==> config.mk <==
export PLATFORM = sky130hd
export DESIGN_NAME = pipe_regs
export DESIGN_NICKNAME = d
export VERILOG_FILES = /design/src/rtl/pipe_regs.sv
export SDC_FILE = /design/constraint.sdc
export NUM_CORES = 1
export LEC_CHECK = 0
export CELL_PAD_IN_SITES_DETAIL_PLACEMENT = 0
export CELL_PAD_IN_SITES_GLOBAL_PLACEMENT = 1
export CORE_MARGIN = 2
export CORE_UTILIZATION = 37
export CTS_CLUSTER_SIZE = 24
export DETAILED_ROUTE_END_ITERATION = 8
export GPL_TIMING_DRIVEN = 0
export PLACE_DENSITY_LB_ADDON = 0.12
export SLEW_MARGIN = 0
export SYNTH_ARGS = -nofsm -noshare
export SYNTH_HDL_FRONTEND = slang
export SYNTH_SLANG_ARGS = --single-unit
==> constraint.sdc <==
create_clock -name clk -period 0.95 [get_ports clk]
set_clock_uncertainty 0.1 [all_clocks]
set_input_delay 0.19 -clock clk [delete_from_list [all_inputs] [get_ports clk]]
set_output_delay 0.19 -clock clk [all_outputs]
set_load 0.005 [all_outputs]
==> src/rtl/pipe_regs.sv <==
// pipe_regs: WIDTH-bit, DEPTH-stage delay line with per-stage valid, enable and flush; PIPE_OCC_EN adds an occupancy counter
module pipe_regs #(
  parameter int WIDTH = 8,
  parameter int DEPTH = 4,
  parameter int CNT_W = $clog2(DEPTH + 1)
) (
  input  logic             clk,
  input  logic             rst,
  input  logic             en,
  input  logic             flush,
  input  logic             in_valid,
  input  logic [WIDTH-1:0] in_data,
  output logic             out_valid,
`ifdef PIPE_OCC_EN
  output logic [WIDTH-1:0] out_data,
  output logic [CNT_W-1:0] occupancy
`else
  output logic [WIDTH-1:0] out_data
`endif
);
  localparam int TOT = DEPTH * WIDTH;
  logic [DEPTH-1:0][WIDTH-1:0] data_q, data_d;
  logic [DEPTH-1:0]            valid_q, valid_d;
  // flush clears valids but leaves data in place; en shifts everything one stage toward the output
  always_comb begin
    data_d  = (en && !flush) ? ((data_q << WIDTH) | TOT'(in_data)) : data_q;
    valid_d = flush ? '0 : en ? ((valid_q << 1) | DEPTH'(in_valid)) : valid_q;
  end
  // stage registers; reset zeroes both data and valid
  always_ff @(posedge clk) begin
    if (rst) begin
      data_q  <= '0;
      valid_q <= '0;
    end else begin
      data_q  <= data_d;
      valid_q <= valid_d;
    end
  end
  assign out_valid = valid_q[DEPTH-1];
  assign out_data  = data_q[DEPTH-1];
`ifdef PIPE_OCC_EN
  logic [CNT_W-1:0] occ_q, occ_d;
  // count tracks the valid bits: a beat enters at stage 0 and leaves from the last stage
  always_comb begin
    occ_d = flush ? '0 : en ? occ_q + CNT_W'(in_valid) - CNT_W'(valid_q[DEPTH-1]) : occ_q;
  end
  // occupancy register, updated alongside the valid bits
  always_ff @(posedge clk) begin
    if (rst) occ_q <= '0;
    else     occ_q <= occ_d;
  end
  assign occupancy = occ_q;
`else
`endif
endmodule

==> impl_metrics.ini <==
[layout]
synthToLayoutAreaGrowth_pct = 28.3
nFillCells = 376
nets = 175
layout.cells.most_common = sky130_fd_sc_hd__nand2b_1
layout-drive-gt1-share_pct = 27.2
utilization_pct = 48.5
most_frequent_cells_in_the_layout = 33 x sky130_fd_sc_hd__nand2b_1, 28 x sky130_fd_sc_hd__mux2i_1, 27 x sky130_fd_sc_hd__dfxtp_1
number_of_antenna_repair_diodes = 0
multi_input_area_um2 = 643
sequential_cell_area_um2 = 732

[detailed_routing]
route.final.wire_length_mm = 2.46
post_drt_wl_per_cell_um = 11.6
route.antenna.remaining_nets = 0
via_count = 941
drt_first_iter_violations = 20
drt_pass1_iterations = 5
route.detailed.drc = 0
post_drt_via_cell_ratio = 4.44

[global_route]
pin_count_of_the_biggest_net_entering_global_routing = 11
groute.usage.overall_pct = 13.2
grt_pass1_vias = 969
globalRoute.totalOverflow = 0
grt_first_pass_wirelength_mm = 4.37
antenna_found_initial = 0

[floorplanning]
floorplan.die.width_um = 67.4
starting_utilization_of_the_core_area_pct = 37.8
core_region_area_um2 = 3940
fp.dieH_um = 67.4
pin_count = 22
floorplan.die_area_um2 = 4550
placement_rows = 23

[sta]
clock.fmax_ghz = 0.912
rsz_0062_raised_after_global_routing = true
fin_crit_ps = 1100
final_critical_path_setup_slack_ps = -147
setup_violations = 9
worst_pin_slew_ps = 172
period_share_pct = 115
rel_slew_slack_pct = 88.5
finalHoldWorstSlack_ps = 148
drv_slew = 0
count_of_endpoints_failing_hold_in_the_final_timing_report = 0

[logic_synthesis]
yosys_warnings = 0
syn_area_per_cell_um2 = 10.9
synth.net_count = 149
synth_seq_area_share_pct = 48.4
synth.distinct_cells = 11
netlist_area_um2 = 1490
yosys_register_bits = 36
netlist_instances = 136

[critical_path]
slowest_stage = sky130_fd_sc_hd__dfxtp_2
critical_path.cell_chain = buf_6, buf_6
worstSetupEndpointType = output pin
path_buf_inv = 2
timing.critical_path.fanout_max = 2
reg2reg_depth = 2
cp_dominant_cell_by_count = sky130_fd_sc_hd__buf_6
crit_type = reg2out
critical_path.startpoint_type = flop
critical_path_required_ps = 660
critical-path-max-stage-delay_ps = 320
critical_path_cell_count = 2
timing.critical_path.max_delay_family = flip-flops
arrival_ps = 810

[clock_network]
cts.sink_count = 36
ctsHoldBuffers = 0
cts-buffers-inserted = 5
cts_tree = done
ctsHtreeMaxLevel = 2
cts-root-buf = sky130_fd_sc_hd__clkbuf_8
clkTransAtPathRegs_ps = 70
max-clock-path-buffers = 2
clock_insertion_delay_worst_skew_ps = 280

[pwr]
total_leakage_power_nw = 0.809
power.density_cell_area_nw_per_um2 = 1540
vdd_ir_drop_max_mv = 0.747

[placement]
detailedPlacementHpwl_mm = 1.70
gpl.final_weighted_congestion = 0.756
post-place-ws_ps = -721
port_buffers = 21

[status]
outcome = finished, violations left
violations_in_the_final_reports = negative setup slack

[job]
cap_violations = 0

[min_path]
holdPathStages = 3
hp-class = in2reg
## logic make-up after synthesis
logic type      after synthesis  synth area share (%)
simple gates                 46                  21.7
flops                        36                  48.4
mux                          28                  18.8
compound gates                8                  2.69
buf+inv                      18                  8.40
## through the flow
| step | total power [mW] | instances | area, um^2 | setup TNS, ps |
|---|---|---|---|---|
| 2_1_floorplan | 1.72 | 136 | 1490 | 0 |
| 3_3_place_gp | 1.81 | 207 | 1760 | -25820 |
| 3_5_place_dp | 1.81 | 207 | 1760 | -26250 |
| 4_1_cts | 2.98 | 210 | 1870 | -686 |
| 5_1_grt | 3.09 | 212 | 1910 | -836 |
| 6_report | 2.94 | 212 | 1910 | -522 |
## registers in the layout, summed over array words and instances, names as in the netlist
| name | cells |
|---|---|
| data_q | 24 |
| out_data | 8 |
| valid_q | 4 |
## cell usage after synthesis
cell | count | share of area [%]
sky130_fd_sc_hd__buf_2 | 1 | 0.34
sky130_fd_sc_hd__buf_4 | 9 | 4.5
sky130_fd_sc_hd__buf_6 | 3 | 2.3
sky130_fd_sc_hd__clkbuf_1 | 5 | 1.3
sky130_fd_sc_hd__dfxtp_1 | 36 | 48
sky130_fd_sc_hd__mux2i_1 | 28 | 19
sky130_fd_sc_hd__nand2b_1 | 33 | 14
sky130_fd_sc_hd__nand4bb_1 | 8 | 6.1
sky130_fd_sc_hd__nor2b_1 | 1 | 0.42
sky130_fd_sc_hd__nor3_1 | 4 | 1.3
sky130_fd_sc_hd__o21ai_1 | 8 | 2.7
## routing by layer
| metal | routed length [um] | up-vias | track usage, % |
|---|---|---|---|
| met5 | 0 | - | 0 |
| met4 | 10 | 0 | 5.36 |
| met3 | 106 | 2 | 5.00 |
| met2 | 1080 | 21 | 20.8 |
| met1 | 1270 | 413 | 16.3 |
| li1 | - | 505 | - |
## layout make-up
| cell class | instances | area share, % |
|---|---|---|
| Buffer | 11 | 5.70 |
| Clock buffer | 7 | 5.04 |
| Multi-Input combinational cell | 82 | 33.7 |
| Sequential cell | 36 | 38.3 |
| Tap cell | 50 | 3.27 |
| Timing Repair Buffer | 26 | 14.0 |
## where the power goes
part | leakage, nW | total (mW) | internal [mW] | switching [mW]
Clock | 0.0503 | 1.13 | 0.645 | 0.490
Combinational | 0.463 | 0.264 | 0.160 | 0.104
Sequential | 0.296 | 1.54 | 1.54 | 0.00640
Total | 0.809 | 2.94 | 2.34 | 0.600
## worst register-to-register path, stage by stage, from the launching register on
cell and delay (ps):
sky130_fd_sc_hd__dfxtp_1 340, sky130_fd_sc_hd__mux2i_1 70, sky130_fd_sc_hd__nor3_1 150
## final timing paths
path	start	to	slack [ps]
worst min-delay path	flush	data_q[7]	150
worst max-delay path	out_data[0]	out_data[0]	-150
worst min register to register	data_q[3]	data_q[3]	380
worst max register to register	valid_q[1]	valid_q[2]	210
## timing repair
| action | in CTS | in global routing |
|---|---|---|
| cloned | 0 | 1 |
| pin swaps | 0 | 0 |
| setup buffers | 3 | 1 |
| endpoints found under the setup margin | 45 | 39 |
| gates resized for setup | 69 | 9 |
Note: power is estimated with default switching activity, not from simulation.
